## src/rtl/freq_meter.sv

```systemverilog
// Gated frequency counter: counts synchronized rising edges of iSig over a
// window of GATE_CYCLES system clocks and reports the count with a one-cycle
// valid strobe. Supports single-shot and back-to-back (continuous) windows.
//
// state | meaning
// ------+-----------------------------------------------------------
// IDLE  | counters held at zero, waiting for iStart or iCont
// GATE  | window open, gate counter running, edges counted
// DONE  | one cycle: result presented (oValid), counters cleared
module freq_meter #(
   parameter int GATE_CYCLES = 50_000_000,
   parameter int GATE_W      = 26,
   parameter int EDGE_W      = 24
) (
   input  logic              iClk,
   input  logic              iRst_n,
   input  logic              iSig,
   input  logic              iStart,
   input  logic              iCont,
   output logic [EDGE_W-1:0] oFreq,
   output logic              oValid,
   output logic              oOvf,
   output logic              oBusy
);

   localparam logic [1:0] IDLE = 2'd0;
   localparam logic [1:0] GATE = 2'd1;
   localparam logic [1:0] DONE = 2'd2;

   localparam logic [GATE_W-1:0] GATE_LAST = GATE_W'(GATE_CYCLES - 1);
   localparam logic [EDGE_W-1:0] EDGE_MAX  = '1;

   logic [1:0]        state;
   logic              s1, s2, s3;
   logic              rise;
   logic [GATE_W-1:0] gate_cnt;
   logic [EDGE_W-1:0] edge_cnt;
   logic [EDGE_W-1:0] edge_next;
   logic              gate_last;
   logic [EDGE_W-1:0] freq;
   logic              ovf;

   // Two-flop synchronizer plus edge register; runs regardless of state.
   always_ff @(posedge iClk or negedge iRst_n) begin
      if (!iRst_n) begin
         s1 <= 1'b0;
         s2 <= 1'b0;
         s3 <= 1'b0;
      end else begin
         s1 <= iSig;
         s2 <= s1;
         s3 <= s2;
      end
   end

   assign rise      = s2 & ~s3;
   assign gate_last = (gate_cnt == GATE_LAST);

   // Saturating edge increment; the terminal gate cycle's edge is included.
   always_comb begin
      edge_next = edge_cnt;
      if (rise && (edge_cnt != EDGE_MAX)) begin
         edge_next = edge_cnt + 1'b1;
      end
   end

   // Window sequencing and the gate/edge counters.
   always_ff @(posedge iClk or negedge iRst_n) begin
      if (!iRst_n) begin
         state    <= IDLE;
         gate_cnt <= '0;
         edge_cnt <= '0;
      end else begin
         case (state)
            IDLE: begin
               gate_cnt <= '0;
               edge_cnt <= '0;
               if (iStart || iCont) begin
                  state <= GATE;
               end
            end
            GATE: begin
               if (gate_last) begin
                  state <= DONE;
               end else begin
                  gate_cnt <= gate_cnt + 1'b1;
                  edge_cnt <= edge_next;
               end
            end
            DONE: begin
               gate_cnt <= '0;
               edge_cnt <= '0;
               state    <= iCont ? GATE : IDLE;
            end
            default: begin
               state    <= IDLE;
               gate_cnt <= '0;
               edge_cnt <= '0;
            end
         endcase
      end
   end

   // Result register: updated only at the close of a window, held otherwise.
   always_ff @(posedge iClk or negedge iRst_n) begin
      if (!iRst_n) begin
         freq <= '0;
         ovf  <= 1'b0;
      end else if ((state == GATE) && gate_last) begin
         freq <= edge_next;
         ovf  <= (edge_next == EDGE_MAX);
      end
   end

   assign oFreq  = freq;
   assign oOvf   = ovf;
   assign oValid = (state == DONE);
   assign oBusy  = (state != IDLE);

endmodule

```

## config.mk

```make
export PLATFORM = sky130hd
export DESIGN_NAME = freq_meter
export DESIGN_NICKNAME = d
export VERILOG_FILES = /design/src/rtl/freq_meter.sv
export SDC_FILE = /design/constraint.sdc
export NUM_CORES = 1
export LEC_CHECK = 0
export CAP_MARGIN = 40
export CORE_UTILIZATION = 58
export CTS_CLUSTER_DIAMETER = 60
export DETAILED_ROUTE_END_ITERATION = 6
export PLACE_DENSITY = 0.79
export SYNTH_ARGS = -nofsm -noshare
export SYNTH_HDL_FRONTEND = slang
export SYNTH_SLANG_ARGS = --single-unit
```

## constraint.sdc

```tcl
create_clock -name iClk -period 3 [get_ports iClk]
set_clock_uncertainty 0.2 [all_clocks]
set_input_delay 0.45 -clock iClk [delete_from_list [all_inputs] [get_ports iClk]]
set_output_delay 0.45 -clock iClk [all_outputs]
set_load 0.005 [all_outputs]
```

==> impl_summary.txt, run 1 <==
----------------------------------------------------
[Yosys]
  Post-Syn Area per Cell ... 9.06 um2
  Total nets after synthesis ... 458
  Count of flip-flops with a built-in enable after synthesis ... 0
  Count of mapped cells out of synthesis ... 451
  Combinational family with the most area after synthesis ... simple AND/OR/NAND/NOR gates
  Simple-gate portion of the synthesized area ... 28.0%
  Prevailing post-synth register cell ... dfrtp_1
  Netlist area before placement ... 4090 um2
  Part of the Yosys area used for sequential elements ... 49.0%
  FF+latch count, synth ... 80
  Fraction of the mapped netlist area in compound gates ... 6.34%
  Mux contribution to synthesized area ... 0.245%
  Number of warning messages in the yosys log ... 0
  Xor and xnor area share after synthesis ... 13.1%
  Asr flop ratio synth ... 100%
  Count of unique library cells instantiated by Yosys ... 39
  Share of synthesized cell area in full adder, half adder and majority cells ... 0.613%

[Floorplan]
  Die Y ... 85.9 um
  Area of the placeable core ... 6790 um2
  Ports placed on the boundary ... 32
  Overall die area ... 7380 um2
  Effective utilization at floorplan ... 60.1%
  Horizontal die dimension ... 85.9 um
  Number of core rows ... 30

[Global route]
  Via count of the first global-routing pass ... 3085
  Global route total overflow ... 0
  Antenna violations before repair ... 0
  Overall routing resource usage ... 24.8%
  Maximum number of pins on one net before global-route repair ... 56
  Wire length of the first global-routing pass ... 14.3 mm

[Flow run]
  Number of maximum-capacitance violations ... 0

[Clock network]
  CTS tree ... done
  Latest clock arrival within the worst-skew pair ... 350 ps
  Buffer count from post-CTS setup fixing ... 0
  Clock transition at the registers of the reported paths ... 80 ps
  Buffer depth of the longest clock path ... 2
  Clock buffer count from CTS ... 9
  TritonCTS sink count ... 80
  Root buffer cell ... clkbuf_8
  Maximum level of the CTS H-tree ... 3

[Layout]
  Area occupied by registers ... 2000 um2
  Diodes inserted ... 0
  Final Net Count ... 490
  Proportion of layout cells with a drive suffix above 1 ... 7.60%
  Area of the multi-input gates ... 1970 um2
  Final-layout fill cell count ... 550
  Cell area after layout ... 4700 um2
  Area growth from synthesis to final layout ... 15.2%

[Hold path]
  Class of the tightest hold or removal check ... reg2reg
  Worst hold path startpoint ... s1$_DFF_PN0_
  Number of instances on the worst hold path ... 0
  Worst hold endpoint ... s2$_DFF_PN0_

[Status]
  Outcome ... finished, final reports clean

[Critical path]
  Startpoint of the lowest-slack register-to-register path ... gate_cnt[0]$_DFFE_PN0N_
  Register-to-register setup slack ... 240 ps
  Critical Path Sink Type ... register
  Maximum fanout along the worst path ... 5
  Worst reg-to-reg path cell count ... 7
  End of the worst register-to-register path ... oOvf$_DFFE_PN0P_
  Critical path data arrival time ... 2860 ps
  Worst setup SP type ... register
  Worst setup path class ... reg2reg
  Worst endpoint required time ... 3090 ps

[Power]
  Switch share ... 29.7%
  P_sw ... 673 uW
  Overall power of the completed layout ... 2.26 mW
  IR drop worst, VDD ... 267 uV
  Combinational group share of total power ... 13.7%
  Lkg Pwr ... 1.95 nW
  Power Internal ... 1.59 mW
  Clk pwr share ... 29.9%
  Sequential fraction of design power ... 56.4%
  Power density normalized to cell area ... 481 nW/um2

[Timing]
  Final-report hold violation count ... 0
  Fmax achieved ... 362 MHz
  Clock period minus worst slack ... 2760 ps
  Unrepaired setup endpoints after global routing ... no
  Worst slew margin relative to its limit ... 57.9%
  Worst hold slack across all endpoints ... 153 ps
  Slew Viols, Final ... 0
  Setup Total Neg Slack ... 0 ps
  Setup-violating endpoint count in the final report ... 0
  Slew @ Worst Pin ... 626 ps
  Post-route clock period utilization ... 92.0%

[Place]
  Routability-driven placement congestion ratio ... 0.915
  Buffers added on ports ... 31
  Area after detailed placement ... 4530 um2
  Dpl hpwl ... 5.93 mm

[Drt]
  Detailed-route vias per instance ... 5.54
  Detailed router's first-iteration violation count ... 275
  Via total after detailed routing ... 3229
  Residual DRC count ... 0
  DRT Pass-1 Iters ... 4
  WL/cell ... 14.3 um
  Detailed Route WL ... 8.37 mm
  Number of nets with antenna violations after routing ... 0

----------------------------------------------------
worst max-delay path, stage by stage, from the launching register on:
cell     delay, ps
dfrtp_1        390
ha_1           230
nand2_1        130
or2_4          280
or4_1          540
or4_4          540
nor4b_2        240
a22o_1         150
cell type report:
class                      instances  share of cell area [%]
multi-input combinational        342                    42.0
inverter                           7                   0.559
sequential                        80                    42.6
timing repair buffer              43                    8.94
tap                               96                    2.55
clock buffer                       9                    2.63
clock inverter                     6                   0.798
worst max-delay path by stage:
| stage | start | depth (start not counted) | endpoint |
|---|---|---|---|
| global placement | gate_cnt[0]$_DFFE_PN0N_ | 7 | oOvf$_DFFE_PN0P_ |
| floorplan | gate_cnt[0]$_DFFE_PN0N_ | 8 | oOvf$_DFFE_PN0P_ |
| finish | gate_cnt[0]$_DFFE_PN0N_ | 7 | oOvf$_DFFE_PN0P_ |
| detailed placement | gate_cnt[0]$_DFFE_PN0N_ | 7 | oOvf$_DFFE_PN0P_ |
| global route | gate_cnt[0]$_DFFE_PN0N_ | 7 | oOvf$_DFFE_PN0P_ |
| CTS | gate_cnt[0]$_DFFE_PN0N_ | 7 | oOvf$_DFFE_PN0P_ |
power by group through the flow:
stage | clock network (mW) | logic, mW | registers, mW
after floorplan | 0 | 0.241 | 1.26
after global placement | 0 | 0.289 | 1.29
after detailed placement | 0 | 0.304 | 1.29
after CTS | 0.695 | 0.307 | 1.27
after global routing | 0.739 | 0.349 | 1.29
final | 0.676 | 0.310 | 1.28
cell families after synthesis:
group | Yosys count
buffers and inverters | 29
and+or+nand+nor | 231
xor gates and xnor gates | 61
AOI/OAI and AO/OA | 47
muxes | 1
DFF | 80
adders and majority gates | 2
stage by stage:
step / worst slack [ps] / utilization [%] / std cells
finish: 239 / 69.2 / 583
global route: 65.0 / 69.2 / 583
CTS: 232 / 69.2 / 583
detailed placement: 255 / 66.7 / 567
global placement: 308 / 66.3 / 566
floorplan: 287 / - / 451
synth_stat cells, types with 2 or more instances:
cell | count | share of area [%]
ha_1 | 2 | 0.61
nor4_1 | 3 | 0.46
o21ai_0 | 31 | 3.8
inv_1 | 7 | 0.64
and2_1 | 6 | 0.92
xnor2_1 | 28 | 6.0
nand2_1 | 68 | 6.2
nor2b_1 | 3 | 0.46
nor4bb_1 | 4 | 0.98
and3_1 | 6 | 0.92
nor3_1 | 9 | 1.1
nand4_1 | 14 | 2.1
nor2_1 | 65 | 6.0
and4_1 | 6 | 1.3
buf_2 | 2 | 0.25
clkbuf_1 | 20 | 1.8
dfrtp_1 | 80 | 49
xor2_1 | 33 | 7.1
or3_1 | 7 | 1.1
or4_1 | 5 | 0.92
nand3_1 | 21 | 2.6
a21oi_1 | 9 | 1.1
nand2b_1 | 4 | 0.61
or2_2 | 3 | 0.46
flip-flops by register name (all words and copies together) (netlist names):
signal	flops
oOvf	1
gate_cnt	26
edge_cnt	24
s3	1
s2	1
s1	1
oFreq	24
state	2
metal layers:
layer / share of wire [%] / routed length [um] / vias up / GRT usage, %
li1: - / - / 1585 / -
met1: 44 / 3710 / 1536 / 32.4
met2: 49 / 4110 / 95 / 41.7
met3: 4.8 / 405 / 13 / 3.46
met4: 1.7 / 142 / 0 / 10.3
met5: 0 / 0 / - / 0
timing repair:
| item | 4_1_cts | 5_1_grt |
|---|---|---|
| endpoints found under the hold margin | 25 | 0 |
| resized for setup | 0 | 1 |
| hold buffers | 1 | 0 |
| setup endpoints to repair | 0 | 1 |
cell usage in the layout, fill, tap and decap left out, types with 4 or more instances in the layout:
master / netlist / routed
dfrtp_1: 80 / 80
nand2_1: 68 / 68
nor2_1: 65 / 65
xor2_1: 33 / 33
o21ai_0: 31 / 31
clkdlybuf4s50_1: 0 / 30
xnor2_1: 28 / 28
nand3_1: 21 / 21
nand4_1: 14 / 14
buf_4: 0 / 11
nor3_1: 9 / 9
a21oi_1: 9 / 9
clkbuf_8: 0 / 9
or3_1: 7 / 7
inv_1: 7 / 7
and4_1: 6 / 6
and2_1: 6 / 6
and3_1: 6 / 6
or4_1: 5 / 5
nor4bb_1: 4 / 4
nand2b_1: 4 / 4
(Power assumes the default switching activity.)
==> run 2, diff against run 1 <==
--- a/config.mk
+++ b/config.mk
@@ -10,6 +10,7 @@
 export CTS_CLUSTER_DIAMETER = 60
 export DETAILED_ROUTE_END_ITERATION = 6
 export PLACE_DENSITY = 0.79
+export SETUP_SLACK_MARGIN = 0.15
 export SYNTH_ARGS = -nofsm -noshare
 export SYNTH_HDL_FRONTEND = slang
 export SYNTH_SLANG_ARGS = --single-unit
==> run 2 against run 1 <==
Against the previous run:
- register-to-register slack hardly changed
- sequential share of layout area is 0.26 points lower
- first-iteration DRC count is 17% lower
- clock power is 0.7% higher
- total power is 0.74% higher
- design area is 0.61% higher
- sequential power hardly changed
- hold slack hardly changed
- critical path type unchanged
- critical endpoint unchanged
==> impl_summary.txt, run 2 (synthesis results as in run 1) <==
----------------------------------------------------
[Floorplan]
  Effective utilization at floorplan ... 60.1% (unchanged)
  Area of the placeable core ... 6790 um2 (unchanged)
  Overall die area ... 7380 um2 (unchanged)
  Ports placed on the boundary ... 32 (unchanged)
  Horizontal die dimension ... 85.9 um (unchanged)
  Die Y ... 85.9 um (unchanged)
  Number of core rows ... 30 (unchanged)

[Layout]
  Area growth from synthesis to final layout ... 15.9%
  Cell area after layout ... 4730 um2 (+0.61%)
  Final Net Count ... 490 (unchanged)
  Proportion of layout cells with a drive suffix above 1 ... 8.42% (+0.82 points)
  Diodes inserted ... 0 (unchanged)
  Commonest non-fill, non-tap cell in the layout ... dfrtp_1
  Number of flip-flops in the largest register ... 26 (unchanged)
  Top library cells by usage in the layout, fill and taps aside ... 80 x dfrtp_1, 68 x nand2_1, 65 x nor2_1, 33 x xor2_1, 31 x o21ai_0
  Most flops, register ... gate_cnt

[Critical path]
  Cell-by-cell trace of the critical path ... nor4_1, nand3_1, or4_1, or4_4, nor4b_4, a22o_1
  Startpoint of the lowest-slack register-to-register path ... gate_cnt[8]$_DFFE_PN0N_
  Worst setup path class ... reg2reg
  Worst reg-to-reg path cell count ... 6 (-1)
  Worst endpoint required time ... 3100 ps (about the same)
  Highest-delay cell along the critical path ... or4_1
  End of the worst register-to-register path ... oOvf$_DFFE_PN0P_
  Maximum fanout along the worst path ... 5 (unchanged)
  Critical path buffer and inverter count ... 0 (unchanged)
  CP delay by family, top ... simple AND/OR/NAND/NOR gates
  Critical Path Sink Type ... register
  Critical path data arrival time ... 2850 ps (about the same)
  Register-to-register setup slack ... 250 ps (about the same)
  CP max stage delay ... 560 ps (+20 ps)
  Worst setup SP type ... register

[Timing]
  Slew Viols, Final ... 0 (unchanged)
  Worst slew margin relative to its limit ... 57.6% (-0.34 points)
  Fmax achieved ... 363 MHz (+0.28%)
  Post-route clock period utilization ... 91.8% (-0.25 points)
  Unrepaired setup endpoints after global routing ... no
  Slew @ Worst Pin ... 631 ps (+5.02 ps)
  Setup Total Neg Slack ... 0 ps (unchanged)
  Setup-violating endpoint count in the final report ... 0 (unchanged)
  Final-report hold violation count ... 0 (unchanged)
  Clock period minus worst slack ... 2750 ps (-7.60 ps)

[Place]
  Routability-driven placement congestion ratio ... 0.915 (unchanged)
  Area after detailed placement ... 4530 um2 (unchanged)
  Buffers added on ports ... 31 (unchanged)
  Dpl hpwl ... 5.93 mm (unchanged)

[Drt]
  Routed wire length on met2 ... 4.07 mm (-0.80%)
  WL/cell ... 14.4 um (+0.47%)
  Detailed router's first-iteration violation count ... 227 (-17%)
  Detailed-route vias per instance ... 5.55 (+0.28%)
  Met3 wire length ... 422 um (+4.2%)
  Via total after detailed routing ... 3238 (+0.28%)
  Residual DRC count ... 0 (unchanged)
  Met1 wire length ... 3.71 mm (about the same)
  Top Metal Used ... met4
  Detailed Route WL ... 8.41 mm (+0.47%)
  DRT Pass-1 Iters ... 4 (unchanged)
  Number of nets with antenna violations after routing ... 0 (unchanged)

[Clock network]
  Root buffer cell ... clkbuf_8
  Latest clock arrival within the worst-skew pair ... 360 ps (about the same)
  Maximum level of the CTS H-tree ... 3 (unchanged)
  CTS tree ... done
  TritonCTS sink count ... 80 (unchanged)
  Buffer depth of the longest clock path ... 2 (unchanged)
  Clock buffer count from CTS ... 9 (unchanged)
  Buffer count from post-CTS setup fixing ... 0 (unchanged)
  Clock transition at the registers of the reported paths ... 80 ps (about the same)

[Global route]
  Wire length of the first global-routing pass ... 14.3 mm (unchanged)
  Global route total overflow ... 0 (unchanged)
  Via count of the first global-routing pass ... 3085 (unchanged)
  Maximum number of pins on one net before global-route repair ... 56 (unchanged)
  Overall routing resource usage ... 24.8% (unchanged)
  Antenna violations before repair ... 0 (unchanged)

[Hold path]
  Worst hold path startpoint ... s1$_DFF_PN0_
  Class of the tightest hold or removal check ... reg2reg
  Worst hold endpoint ... s2$_DFF_PN0_
  Number of instances on the worst hold path ... 0 (unchanged)

[Power]
  Power density normalized to cell area ... 482 nW/um2 (+0.12%)
  Overall power of the completed layout ... 2.28 mW (+0.74%)
  IR drop worst, VDD ... 268 uV (+0.26%)
  Lkg Pwr ... 1.97 nW (+0.99%)

[Status]
  Outcome ... finished, final reports clean

[Flow run]
  Number of maximum-capacitance violations ... 0 (unchanged)

----------------------------------------------------
## run 2: cell types whose count changed in the layout (fill, tap and decap cells not counted)
cell | previous run | this run
ha_1 | 1 | 0
and4_1 | 6 | 4
nor4b_2 | 1 | 0
nor3_1 | 9 | 8
ha_4 | 0 | 1
nor3_2 | 0 | 1
nor4b_4 | 0 | 1
and4_2 | 0 | 2
## run 2: metal layers
metal	vias up	GRT usage, %
li1	1590	-
met1	1525	32.4
met2	102	41.7
met3	21	3.46
met4	0	10.3
met5	-	0
## run 2: layout make-up
| class | instances | area, um2 |
|---|---|---|
| flip-flops and latches | 80 | 2000 |
| multi-input cells | 342 | 2000 |
| well taps | 96 | 120 |
| fillers | 546 | 2060 |
| clock buffers | 9 | 124 |
| inverters | 7 | 26.3 |
| repair buffers | 43 | 420 |
| clock inverters | 6 | 37.5 |
## run 2: worst max path at each step
stage	from	to	slack [ps]	cells past startpoint
final	gate_cnt[8]$_DFFE_PN0N_	oOvf$_DFFE_PN0P_	250	6
after global routing	edge_cnt[0]$_DFFE_PN0N_	oOvf$_DFFE_PN0P_	150	8
after CTS	gate_cnt[0]$_DFFE_PN0N_	oOvf$_DFFE_PN0P_	230	7
after detailed placement	gate_cnt[0]$_DFFE_PN0N_	oOvf$_DFFE_PN0P_	260	7
after global placement	gate_cnt[0]$_DFFE_PN0N_	oOvf$_DFFE_PN0P_	310	7
after floorplan	gate_cnt[0]$_DFFE_PN0N_	oOvf$_DFFE_PN0P_	290	8
## run 2: power by group
part	switching, mW	leakage (nW)	internal, mW	total (mW)
combinational	0.170	0.816	0.148	0.318
clock	0.390	0.0769	0.291	0.681
sequential	0.122	1.08	1.16	1.28
## run 2: through the flow
step | std cells | worst slack [ps] | util, % | hold WS [ps]
finish | 583 | 246 | 69.7 | 153
floorplan | 451 | 287 | - | -45.6
detailed placement | 567 | 255 | 66.7 | 138
CTS | 583 | 232 | 69.2 | 157
global placement | 566 | 308 | 66.3 | 137
global route | 583 | 146 | 69.7 | 160
## run 2: repair_timing
action / in CTS / in global routing
hold endpoints to repair: 25 / 0
setup endpoints to repair: 0 / 1
hold buffers: 1 / 0
resized for setup: 0 / 7
==> variant (flow settings as in run 2) <==
`EDGE_W`: 24 -> 32.
--- a/src/rtl/freq_meter.sv
+++ b/src/rtl/freq_meter.sv
@@ -11,5 +11,5 @@
    parameter int GATE_CYCLES = 50_000_000,
    parameter int GATE_W      = 26,
-   parameter int EDGE_W      = 24
+   parameter int EDGE_W      = 32
 ) (
    input  logic              iClk,
Interface: changed (resized oFreq); port bits go from 32 to 40. No check against the original RTL was run, so the function may have changed too.
==> variant against run 2 <==
Power rose by 19%. Non-clock buffer count rose by 29. Clock power rose by 21%. Area after synthesis rose by 24%. Routed wire length rose by 36%. Final cell count rose by 24%. Critical path type unchanged. Setup slack got worse by 110 ps. Worst hold slack improved by 1.2 ps. Sequential cell count rose by 16. Die area rose by 23%. Critical endpoint unchanged. Final area rose by 25%.
==> variant: results (changes against run 2) <==
register-to-register setup slack=130 ps (-110 ps); IO Port Bufs=39 (+26%); Period minus WS final=2866 ps (+111.9 ps); grt met2 use=0.4589 (+0.04190); top-area cell type share of the netlist area=0.4744 (-0.01562); Critical R2R Launch=edge_cnt[28]; GR Overflow Total=0 (unchanged); GRT Util Overall=0.2791 (+0.03087); syn avg cell area=8.946 um2 (-1.2%); Reg2Reg Depth=8 (+2); pre-CTS setup slack=-37.79 ps (-293.2 ps); layout cell share with drive strength beyond 1=0.1113 (+0.02710); final std cells w/o fill=725 (+24%); CTS Buf Count=9 (unchanged); Vias/cell=5.632 (+1.4%); FF-to-FF End=oOvf; Worst Hold Class=flip-flop to flip-flop; initial antenna violation count=0 (unchanged); slew margin rel.=0.6098 (+0.03418); status=complete, no violations; maximum vdd drop=302.7 uV (+13%); Fin Hold WS=154.0 ps (+1.209 ps); CP Capture Type=flip-flop; largest cells by area after synthesis=dfrtp_1, xor2_1, xnor2_1; wirelength, routed=11,420 um (+36%); ys async rst share=1.000 (unchanged); n_diodes=0 (unchanged); placed inst area=0.005675 mm2 (+25%); Longest Clk Path Bufs=2 (unchanged); Clock Pin Slew Worst Setup and Hold Paths=90 ps; Seq/Total Area, Yosys=0.4744 (-0.01562); detailed router's first-iteration violation count=239 (+5.3%); element type at the critical path start=flip-flop; Root Driver=clkbuf_8; clock network latency to the later pin of the worst-skew pair=350 ps; Syn Nets=573 (+25%); Most used DFF post-synth=dfrtp_1; GPL Wtd Cong=0.9552 (+4.4%); hpwl dp=8236 um (+39%); Yosys Warn Count=0 (unchanged); drt pass-1 iters=5 (+1); M1 GR Usage=0.3799 (+0.05604); CTS H-tree depth=3 (unchanged); met3 GRT Util=0.03828 (+0.003629); cell leakage power=0.002497 uW (+26%); first-pass GRT wire length=19,380 um (+35%); vias in the first global route=4,021 (+30%); Fill cells=649 (+19%); Synth top cells by count=dfrtp_1, nor2_1, nand2_1, xor2_1; CP max FO=7 (+2); Cell variety after synth=45 (+15%); pin count of the biggest net entering global routing=67 (+20%); layout net count=622 (+27%); DP Cell Count=705 (+24%); Worst Path Arrival=2950 ps (+100 ps)
variant: cells by family (layout without fill, tap and decap cells):
family / Yosys count / count (layout) / share of synthesized area
AND/OR/NAND/NOR: 281 / 281 / 0.2713
flip-flops: 96 / 96 / 0.4744
XOR/XNOR: 79 / 79 / 0.1366
AO/OA/AOI/OAI: 64 / 64 / 0.07264
buffers and inverters: 40 / 94 / 0.03212
multiplexers: 4 / 4 / 0.007907
adder cells (fa/ha/maj): 2 / 2 / 0.004941
variant: routing by layer:
metal	routed length, um	vias up
met5	0	-
met4	261	0
met3	604	28
met2	5418	124
met1	5138	1925
li1	-	2006
variant: stage by stage:
stage	util	TNS, ps
finish	0.7120	0
detailed placement	0.6805	-37.79
global placement	0.6805	0
floorplan	-	0
CTS	0.7097	0
global route	0.7120	0
variant: how the worst min path moves through the flow:
| stage | endpoint | cells past startpoint | start |
|---|---|---|---|
| CTS | s2 | 0 | s1 |
| global placement | s2 | 0 | s1 |
| global route | s2 | 0 | s1 |
| detailed placement | s2 | 0 | s1 |
| floorplan | edge_cnt[0] | 0 | iRst_n |
| finish | s2 | 0 | s1 |
variant: what timing repair did:
item	4_1_cts	5_1_grt
gates resized for setup	5	4
pin swaps	2	2
hold buffers	1	0
setup endpoints to repair	1	14
hold endpoints to repair	28	0
setup buffers	3	0
variant: layout make-up:
class                      instances  area (um2)  area share
multi-input combinational        430        2541      0.4279
sequential                        96        2405      0.4050
timing repair buffer              72       650.6      0.1096
clock buffer                      11       131.4     0.02212
tap                              105       131.4     0.02212
clock inverter                     5       56.30    0.009482
inverter                           6       22.52    0.003793
variant: worst max-delay path: stages, from the launching register on:
cell and delay [ps]:
dfrtp_1 470, and4_4 230, and4_4 200, a31o_2 310, or2_2 360, or3_1 380
a2111oi_2 360, nand4b_1 140, o21ai_1 150
variant: power breakdown:
part | leakage, uW | total [uW] | internal (uW) | switching (uW)
logic | 0.00110 | 421 | 187 | 234
clock network | 0.0000937 | 821 | 387 | 434
registers | 0.00130 | 1470 | 1380 | 91.1
total | 0.00250 | 2710 | 1950 | 759
